File: config.mk
export PLATFORM = sky130hd
export DESIGN_NAME = sqrt_csel_adder_pipe
export DESIGN_NICKNAME = d
export VERILOG_FILES = /design/src/rtl/sqrt_csel_adder_pipe.sv
export SDC_FILE = /design/constraint.sdc
export NUM_CORES = 1
export LEC_CHECK = 0
export CAP_MARGIN = 20
export CORE_MARGIN = 2
export CORE_UTILIZATION = 59
export CTS_CLUSTER_SIZE = 24
export DETAILED_ROUTE_END_ITERATION = 8
export PLACE_DENSITY = 0.92
export SYNTH_ARGS = -nofsm -noshare
export SYNTH_HDL_FRONTEND = slang
export SYNTH_SLANG_ARGS = --single-unit
File: constraint.sdc
create_clock -name clk -period 4.8 [get_ports clk]
set_clock_uncertainty 0.1 [all_clocks]
set_input_delay 0.48 -clock clk [delete_from_list [all_inputs] [get_ports clk]]
set_output_delay 0.48 -clock clk [all_outputs]
set_load 0.01 [all_outputs]
File: src/rtl/sqrt_csel_adder_pipe.sv
// sqrt_csel_adder_pipe: pipelined square-root carry-select adder/subtractor.
// Groups are sized 2,2,3,4,5,... from the LSB, and the last group is truncated to WIDTH.
// Group 0 is a ripple adder. Every other group precomputes {sum,carry} for carry-in 0 and 1.
// A select chain then picks each group's pair from the carry out of the group below.
// Stages: S1 operand register, optional mid register (PIPE_MID), output register.
// Every stage uses a valid/ready handshake with back-pressure.
// Optional feature macro: SQRT_CSEL_OVF_EN adds the registered two's-complement overflow output 'ovf'.
module sqrt_csel_adder_pipe #(
  parameter int WIDTH    = 16,
  parameter int PIPE_MID = 1
) (
  input  logic             clk,
  input  logic             rst_n,
  input  logic             in_valid,
  output logic             in_ready,
  input  logic [WIDTH-1:0] a,
  input  logic [WIDTH-1:0] b,
  input  logic             c_in,
  input  logic             sub,
  output logic             out_valid,
  input  logic             out_ready,
  output logic [WIDTH-1:0] sum,
  output logic             c_out
`ifdef SQRT_CSEL_OVF_EN
  ,
  output logic             ovf
`endif
);

  // Nominal size of group g: the first two groups are 2 bits wide, and group g (g >= 2) is g+1 bits wide.
  function automatic int groupSize(input int g);
    return (g < 2) ? 2 : g + 1;
  endfunction

  function automatic int groupStart(input int g);
    int s;
    s = 0;
    for (int i = 0; i < g; i++) s += groupSize(i);
    return s;
  endfunction

  // One past the MSB of group g, truncated to the operand width.
  function automatic int groupEnd(input int g);
    int e;
    e = groupStart(g) + groupSize(g);
    return (e > WIDTH) ? WIDTH : e;
  endfunction

  function automatic int groupCount();
    int n;
    n = 0;
    for (int g = 0; g < WIDTH; g++)
      if (groupStart(g) < WIDTH) n = g + 1;
    return n;
  endfunction

  localparam int NG  = groupCount();
  localparam int G0W = 2;

  logic             s1ValidQ, s1ValidD;
  logic [WIDTH-1:0] aQ, bEffQ;
  logic             cinQ;

  logic             midValidQ;
  logic             outValidQ;
  logic [WIDTH-1:0] sumQ, sumD;
  logic             cOutQ, cOutD;

  logic             outFree, midFree, s1Next, stgValid;

  logic [WIDTH-1:0]   preSum0;
  logic [WIDTH-1:G0W] preSum1;
  logic [NG-1:0]      preC0;
  logic [NG-1:1]      preC1;

  logic [WIDTH-1:0]   stgSum0;
  logic [WIDTH-1:G0W] stgSum1;
  logic [NG-1:0]      stgC0;
  logic [NG-1:1]      stgC1;

`ifdef SQRT_CSEL_OVF_EN
  logic preMsbXor, stgMsbXor;
  logic ovfQ, ovfD;
`endif

  // Handshake: a stage may take new data when it is empty or its current contents move on.
  always_comb begin
    outFree  = !outValidQ || out_ready;
    midFree  = !midValidQ || outFree;
    s1Next   = (PIPE_MID != 0) ? midFree : outFree;
    stgValid = (PIPE_MID != 0) ? midValidQ : s1ValidQ;
    in_ready = !s1ValidQ || s1Next;
    s1ValidD = (in_valid && in_ready) || (s1ValidQ && !s1Next);
  end

  // S1 stores operand A, the effective B (inverted when subtracting) and the effective carry-in.
  always_ff @(posedge clk) begin
    if (!rst_n) begin
      s1ValidQ <= 1'b0;
      aQ       <= '0;
      bEffQ    <= '0;
      cinQ     <= 1'b0;
    end else begin
      s1ValidQ <= s1ValidD;
      if (in_valid && in_ready) begin
        aQ    <= a;
        bEffQ <= sub ? ~b : b;
        cinQ  <= sub | c_in;
      end
    end
  end

  // Group precompute: ripple group 0 on the real carry-in, and compute both carry-in cases for the other groups.
  always_comb begin
    logic c0;
    logic c1;
    preSum0 = '0;
    preSum1 = '0;
    preC0   = '0;
    preC1   = '0;
    c0 = cinQ;
    for (int i = 0; i < G0W; i++) begin
      preSum0[i] = aQ[i] ^ bEffQ[i] ^ c0;
      c0 = (aQ[i] & bEffQ[i]) | (c0 & (aQ[i] ^ bEffQ[i]));
    end
    preC0[0] = c0;
    for (int g = 1; g < NG; g++) begin
      c0 = 1'b0;
      c1 = 1'b1;
      for (int i = groupStart(g); i < groupEnd(g); i++) begin
        preSum0[i] = aQ[i] ^ bEffQ[i] ^ c0;
        preSum1[i] = aQ[i] ^ bEffQ[i] ^ c1;
        c0 = (aQ[i] & bEffQ[i]) | (c0 & (aQ[i] ^ bEffQ[i]));
        c1 = (aQ[i] & bEffQ[i]) | (c1 & (aQ[i] ^ bEffQ[i]));
      end
      preC0[g] = c0;
      preC1[g] = c1;
    end
  end

`ifdef SQRT_CSEL_OVF_EN
  assign preMsbXor = aQ[WIDTH-1] ^ bEffQ[WIDTH-1];
`endif

  if (PIPE_MID != 0) begin : g_mid
    logic [WIDTH-1:0]   midSum0Q;
    logic [WIDTH-1:G0W] midSum1Q;
    logic [NG-1:0]      midC0Q;
    logic [NG-1:1]      midC1Q;
`ifdef SQRT_CSEL_OVF_EN
    logic               midMsbXorQ;
`endif

    // Mid register holds the candidate pairs so the select chain runs in its own cycle.
    always_ff @(posedge clk) begin
      if (!rst_n) begin
        midValidQ  <= 1'b0;
        midSum0Q   <= '0;
        midSum1Q   <= '0;
        midC0Q     <= '0;
        midC1Q     <= '0;
`ifdef SQRT_CSEL_OVF_EN
        midMsbXorQ <= 1'b0;
`endif
      end else if (midFree) begin
        midValidQ <= s1ValidQ;
        if (s1ValidQ) begin
          midSum0Q   <= preSum0;
          midSum1Q   <= preSum1;
          midC0Q     <= preC0;
          midC1Q     <= preC1;
`ifdef SQRT_CSEL_OVF_EN
          midMsbXorQ <= preMsbXor;
`endif
        end
      end
    end

    assign stgSum0   = midSum0Q;
    assign stgSum1   = midSum1Q;
    assign stgC0     = midC0Q;
    assign stgC1     = midC1Q;
`ifdef SQRT_CSEL_OVF_EN
    assign stgMsbXor = midMsbXorQ;
`endif
  end else begin : g_nomid
    assign midValidQ = 1'b0;
    assign stgSum0   = preSum0;
    assign stgSum1   = preSum1;
    assign stgC0     = preC0;
    assign stgC1     = preC1;
`ifdef SQRT_CSEL_OVF_EN
    assign stgMsbXor = preMsbXor;
`endif
  end

  // Select chain: each group's carry-in picks its candidate pair, and the chosen carry feeds the next group.
  always_comb begin
    logic carry;
    sumD  = stgSum0;
    carry = stgC0[0];
    for (int g = 1; g < NG; g++) begin
      for (int i = groupStart(g); i < groupEnd(g); i++)
        if (carry) sumD[i] = stgSum1[i];
      carry = carry ? stgC1[g] : stgC0[g];
    end
    cOutD = carry;
  end

`ifdef SQRT_CSEL_OVF_EN
  assign ovfD = (stgMsbXor ^ sumD[WIDTH-1]) ^ cOutD;
`endif

  // Output register holds the result stable until the consumer accepts it.
  always_ff @(posedge clk) begin
    if (!rst_n) begin
      outValidQ <= 1'b0;
      sumQ      <= '0;
      cOutQ     <= 1'b0;
`ifdef SQRT_CSEL_OVF_EN
      ovfQ      <= 1'b0;
`endif
    end else if (outFree) begin
      outValidQ <= stgValid;
      if (stgValid) begin
        sumQ  <= sumD;
        cOutQ <= cOutD;
`ifdef SQRT_CSEL_OVF_EN
        ovfQ  <= ovfD;
`endif
      end
    end
  end

  assign out_valid = outValidQ;
  assign sum       = sumQ;
  assign c_out     = cOutQ;
`ifdef SQRT_CSEL_OVF_EN
  assign ovf       = ovfQ;
`endif

endmodule
==> impl_metrics.py, run 1 <==
metrics = {
    "routing": {
        "vias_per_cell": 5.25,
        "firstDrtPassIters": 4,
        "wire_per_inst_um": 13.9,
        "ant_nets": 0,
        "drc": 0,
        "drt_iter0_markers": 178,
        "vias": 3140,
        "drt_wl_total_um": 8320,
    },
    "floorplanning": {
        "coreArea_um2": 7140,
        "die_w_um": 89.2,
        "initial_core_util_pct": 60.0,
        "fp.dieH_um": 89.2,
        "die_area_um2": 7960,
        "io_pins": 57,
        "rows": 31,
    },
    "global_routing": {
        "overflow": 0,
        "grt_pass1_wl_um": 13800,
        "grt_pass1_vias": 2988,
        "gr-usage-all-layers_pct": 22.5,
        "grt_max_degree": 93,
        "antenna_found_initial": 0,
    },
    "critical_path": {
        "path_buf_inv": 1,
        "critical_path.endpoint_type": "flip-flop",
        "worstPathRequired_ns": 5.01,
        "crit_fanout": 3,
        "critPathMaxStageDelay_ns": 0.42,
        "crit_family": "adder cells",
        "criticalPathCategory": "flip-flop to flip-flop",
        "slowest_stage": "fa_1",
        "cp_common_cell": "fa_1",
        "crit_arrival_ns": 2.85,
        "cp-start-kind": "flip-flop",
        "crit_chain": "ha_1 -> fa_1 -> fa_1 -> fa_1 -> inv_1 -> fa_1 -> nand2_1 -> o211a_1",
    },
    "clock_tree": {
        "cts_sinks": 92,
        "numCtsBuffers": 9,
        "clockBufferDepth": 2,
        "post_cts_buffers": 0,
        "cts-root-buf": "clkbuf_8",
        "cts_tree": "done",
        "htree_levels": 3,
        "cts_hold_buf": 0,
        "cts_resized": 0,
        "clk_latency_ns": 0.36,
        "clk_pin_slew_ns": 0.09,
    },
    "pwr": {
        "clkPwrFrac_pct": 33.2,
        "combinationalPowerShare_pct": 14.9,
        "internal_power_uw": 1200,
        "leakagePower_uw": 0.00228,
        "p_switching_uw": 426,
        "peakVddDrop_v": 0.000174,
        "swShare_pct": 26.2,
        "power_density_nw_per_um2": 318,
        "power_frac_seq_pct": 51.9,
    },
    "logic_synthesis": {
        "ys_types": 21,
        "yosysSeqAreaShare_pct": 43.0,
        "synth.area.top_cells": "dfxtp_1 (43%), nand2_1 (10%), fa_1 (10%), o211a_1 (6.5%), a21boi_0 (6.3%)",
        "netlist.area_leader.share_pct": 43.0,
        "syn_nets": 520,
        "netlist_area_um2": 4280,
        "syn_avg_cell_area_um2": 9.48,
        "ys_ff_latch": 92,
        "yosysWarnings": 0,
        "netlist_instances": 452,
        "synth_top_area_cell": "dfxtp_1",
    },
    "layout": {
        "antenna-diode-count": 0,
        "layout.nets": 562,
        "drive_gt1_share_pct": 5.21,
        "area_growth_pct": 19.8,
    },
    "timing": {
        "drv_slew": 0,
        "worst_pin_slew_ns": 0.954,
        "relSlewSlack_pct": 36.2,
        "fmax_mhz": 378,
        "hold_viol": 0,
        "setup_viol": 0,
        "post-route-min-period_ns": 2.65,
        "post-route-period-util_pct": 55.1,
        "tns_ns": 0,
        "grt_setup_unrepaired": "no",
        "hold_ws_ns": 0.368,
    },
    "place": {
        "hpwl_um": 5640,
        "gp_congestion": 0.802,
        "port_buffers": 56,
    },
    "hold_path": {
        "hp-class": "flip-flop to flip-flop",
    },
    "status": {
        "status": "completed",
    },
    "run": {
        "max_cap_violations": 0,
    },
}
metrics by stage:
stage | area (um2) | power [uW] | setup WS [ns] | util, % | cells
global placement | 4880 | 1080 | 2.21 | 68.4 | 580
detailed placement | 4880 | 1100 | 2.09 | 68.4 | 580
global route | 5130 | 1700 | 2.04 | 71.9 | 598
finish | 5130 | 1630 | 2.15 | 71.9 | 598
CTS | 5090 | 1630 | 2.17 | 71.3 | 596
floorplan | 4280 | 1010 | 2.37 | - | 452
registers in the layout (all words and copies together) (netlist names):
register and flops:
aQ 16, bEffQ 16, g_mid.midSum0Q 16, sum 16
g_mid.midSum1Q 14, g_mid.midC0Q 5, g_mid.midC1Q 4, c_out 1
cinQ 1, midValidQ 1, out_valid 1, s1ValidQ 1
synthesized netlist by cell type, drive strengths merged:
cell type  count
a21boi        36
a21oi         15
and2           1
and3          10
buf            3
clkbuf        26
dfxtp         92
fa            22
ha             8
inv           32
mux2i         22
nand2        119
nand3b         1
nand4b         1
nor2b          4
o211a         28
o21a           1
o21ai         14
o311a          1
xnor2         16
area by class of cell:
| class | count | area, um2 |
|---|---|---|
| multi-input cells | 299 | 2220 |
| fillers | 506 | 2000 |
| flip-flops and latches | 92 | 1840 |
| repair buffers | 60 | 613 |
| clock buffers | 11 | 151 |
| well taps | 99 | 124 |
| inverters | 32 | 120 |
| clock inverters | 5 | 60.1 |
metal layers:
| metal | part of all wire (%) | vias up | global-route usage [%] |
|---|---|---|---|
| li1 | - | 1558 | - |
| met1 | 45 | 1483 | 30.4 |
| met2 | 48 | 84 | 37.0 |
| met3 | 4.6 | 15 | 4.06 |
| met4 | 1.6 | 0 | 7.06 |
| met5 | 0 | - | 0 |
cells in the final DEF, fill, tap and decap left out, types with 16 or more instances in the layout:
| cell type | n |
|---|---|
| a21boi_0 | 36 |
| clkdlybuf4s50_1 | 55 |
| dfxtp_1 | 92 |
| fa_1 | 22 |
| inv_1 | 32 |
| mux2i_1 | 19 |
| nand2_1 | 119 |
| o211a_1 | 28 |
| xnor2_1 | 16 |
power by group through the flow:
stage / combinational [uW] / clock, uW / sequential [uW]
after floorplan: 149 / 0 / 859
after global placement: 225 / 0 / 859
after detailed placement: 235 / 0 / 863
after CTS: 239 / 543 / 845
after global routing: 270 / 576 / 853
final: 243 / 541 / 845
path summary, 6_finish.rpt:
path | from | to | slack, ns | cells past startpoint
setup / recovery | aQ[11] | g_mid.midSum0Q[15] | 2.15 | 8
hold / removal | aQ[15] | aQ[15] | 0.37 | 2
setup reg to reg | aQ[11] | g_mid.midSum0Q[15] | 2.15 | 8
hold reg to reg | aQ[15] | aQ[15] | 0.37 | 2
tightest hold or removal path: stages, from the launching register on:
cell and delay [ns]:
dfxtp_1 0.32, nand2_1 0.05, a21boi_0 0.06
logic make-up (layout without fill, tap and decap cells):
| group | Yosys count | count (layout) | synth area share, % |
|---|---|---|---|
| mux | 22 | 22 | 6.02 |
| simple gates | 136 | 136 | 13.0 |
| buf+inv | 61 | 108 | 5.43 |
| xor+xnor | 16 | 16 | 3.27 |
| compound gates | 95 | 95 | 16.7 |
| fa+ha+maj | 30 | 30 | 12.6 |
| flops | 92 | 92 | 43.0 |
Note: power is estimated with default switching activity, not from simulation.
==> inputs of run 2 (changes only) <==
--- a/config.mk
+++ b/config.mk
@@ -7,10 +7,10 @@
 export LEC_CHECK = 0
 export CAP_MARGIN = 20
 export CORE_MARGIN = 2
-export CORE_UTILIZATION = 59
+export CORE_UTILIZATION = 50
 export CTS_CLUSTER_SIZE = 24
 export DETAILED_ROUTE_END_ITERATION = 8
-export PLACE_DENSITY = 0.92
+export PLACE_DENSITY = 0.83
 export SYNTH_ARGS = -nofsm -noshare
 export SYNTH_HDL_FRONTEND = slang
 export SYNTH_SLANG_ARGS = --single-unit
==> constraint.sdc (replaced) <==
create_clock -name clk -period 2.3 [get_ports clk]
set_clock_uncertainty 0.1 [all_clocks]
set_input_delay 0.23 -clock clk [delete_from_list [all_inputs] [get_ports clk]]
set_output_delay 0.23 -clock clk [all_outputs]
set_load 0.01 [all_outputs]
==> impl_metrics.py, run 2 (synthesized netlist as in run 1, its figures left out) <==
metrics = {
    "status": {
        "status": "finished with violations",
        "violations": "negative setup slack",
    },
    "pwr": {
        "leakagePower_uw": 0.00229,
        "peakVddDrop_v": 0.000494,
        "power_density_nw_per_um2": 655,
        "power_uw": 3410,
    },
    "floorplanning": {
        "die_area_um2": 9320,
        "coreArea_um2": 8260,
        "rows": 33,
        "io_pins": 57,
        "die_w_um": 96.6,
        "fp.dieH_um": 96.6,
        "initial_core_util_pct": 51.9,
    },
    "clock_tree": {
        "cts_tree": "done",
        "post_cts_buffers": 0,
        "htree_levels": 3,
        "clk_latency_ns": 0.36,
        "clk_pin_slew_ns": 0.09,
        "clockBufferDepth": 2,
        "cts_sinks": 92,
        "numCtsBuffers": 9,
        "cts-root-buf": "clkbuf_8",
    },
    "timing": {
        "grt_setup_unrepaired": "yes",
        "hold_viol": 0,
        "worst_pin_slew_ns": 0.615,
        "post-route-period-util_pct": 104,
        "fin_ws_ns": -0.0934,
        "post-route-min-period_ns": 2.39,
        "fmax_mhz": 418,
        "setup_viol": 2,
        "drv_slew": 0,
        "relSlewSlack_pct": 58.9,
    },
    "place": {
        "port_buffers": 56,
        "place_inst": 590,
        "gp_congestion": 0.800,
        "hpwl_um": 5720,
    },
    "global_routing": {
        "grt_pass1_vias": 3006,
        "gr-usage-all-layers_pct": 18.7,
        "overflow": 0,
        "grt_max_degree": 68,
        "grt_pass1_wl_um": 13600,
        "antenna_found_initial": 0,
    },
    "layout": {
        "final_cells": 607,
        "area_growth_pct": 21.4,
        "final_common_cell": "nand2_1",
        "final_cell_mix": "nand2_1 (119), dfxtp_1 (90), clkdlybuf4s50_1 (55)",
        "layout.nets": 565,
        "antenna-diode-count": 0,
        "drive_gt1_share_pct": 7.77,
        "fillers": 680,
    },
    "hold_path": {
        "worstHoldStart": "rst_n",
        "hp-class": "input port to flip-flop",
        "min_delay_path_depth": 2,
    },
    "critical_path": {
        "worstSetupStartpoint": "aQ[11]",
        "criticalPathCategory": "flip-flop to flip-flop",
        "regToRegSetupSlack_ns": -0.09,
        "crit_fanout": 3,
        "cp-start-kind": "flip-flop",
        "r2r_cells": 8,
        "r2r-start": "aQ[11]",
        "crit_arrival_ns": 2.60,
        "worstPathRequired_ns": 2.51,
        "critical_path.endpoint_type": "flip-flop",
    },
    "routing": {
        "wire_per_inst_um": 13.4,
        "vias_per_cell": 5.14,
        "firstDrtPassIters": 5,
        "drc": 0,
        "vias": 3120,
        "drt_iter0_markers": 168,
        "ant_nets": 0,
        "drt_wl_total_um": 8150,
    },
    "run": {
        "max_cap_violations": 0,
    },
}
## run 2: worst paths after layout
path                   endpoint
max          g_mid.midSum0Q[15]
min                   bEffQ[13]
max reg2reg  g_mid.midSum0Q[15]
min reg2reg               aQ[0]
## run 2: metrics by stage
step	hold WS [ns]	worst slack, ns	TNS, ns	utilization (%)	cell area, um2
floorplan	0.269	-0.0437	-0.0756	-	4290
global placement	0.348	-0.0806	-0.142	60.1	4960
detailed placement	0.358	-0.124	-0.239	60.1	4960
CTS	0.206	-0.0917	-0.168	62.8	5180
global route	0.220	-0.169	-0.335	62.9	5200
finish	0.208	-0.0934	-0.172	62.9	5200
## run 2: critical path, stage by stage, from the launching register on
cell and delay, ns:
dfxtp_2 0.34, ha_1 0.21, fa_2 0.34, fa_2 0.34, fa_2 0.33, inv_1 0.07, fa_1 0.40, nand2_1 0.07
o211a_1 0.14
## run 2: report_power, final
group | switching [uW] | internal [uW]
clock | 569 | 561
combinational | 247 | 263
sequential | 72.0 | 1690
total | 888 | 2520
## run 2: timing repair
action,4_1_cts,5_1_grt
hold buffers,0,0
pin swaps,0,0
setup endpoints to repair,2,2
resized for setup,6,0
## run 2: routing by layer
| metal | global-route usage, % | part of all wire, % |
|---|---|---|
| met2 | 29.1 | 46 |
| met1 | 25.4 | 48 |
| met4 | 6.81 | 1.5 |
| met5 | 0 | 0 |
| met3 | 4.42 | 4.6 |
## run 2: final cells by class
cell class / instances / area (um2) / area share [%]
Inverter: 32 / 120 / 2.31
Clock inverter: 5 / 60.1 / 1.16
Timing Repair Buffer: 63 / 653 / 12.6
Multi-Input combinational cell: 299 / 2240 / 43.0
Sequential cell: 92 / 1840 / 35.5
Clock buffer: 11 / 151 / 2.91
Tap cell: 105 / 131 / 2.53
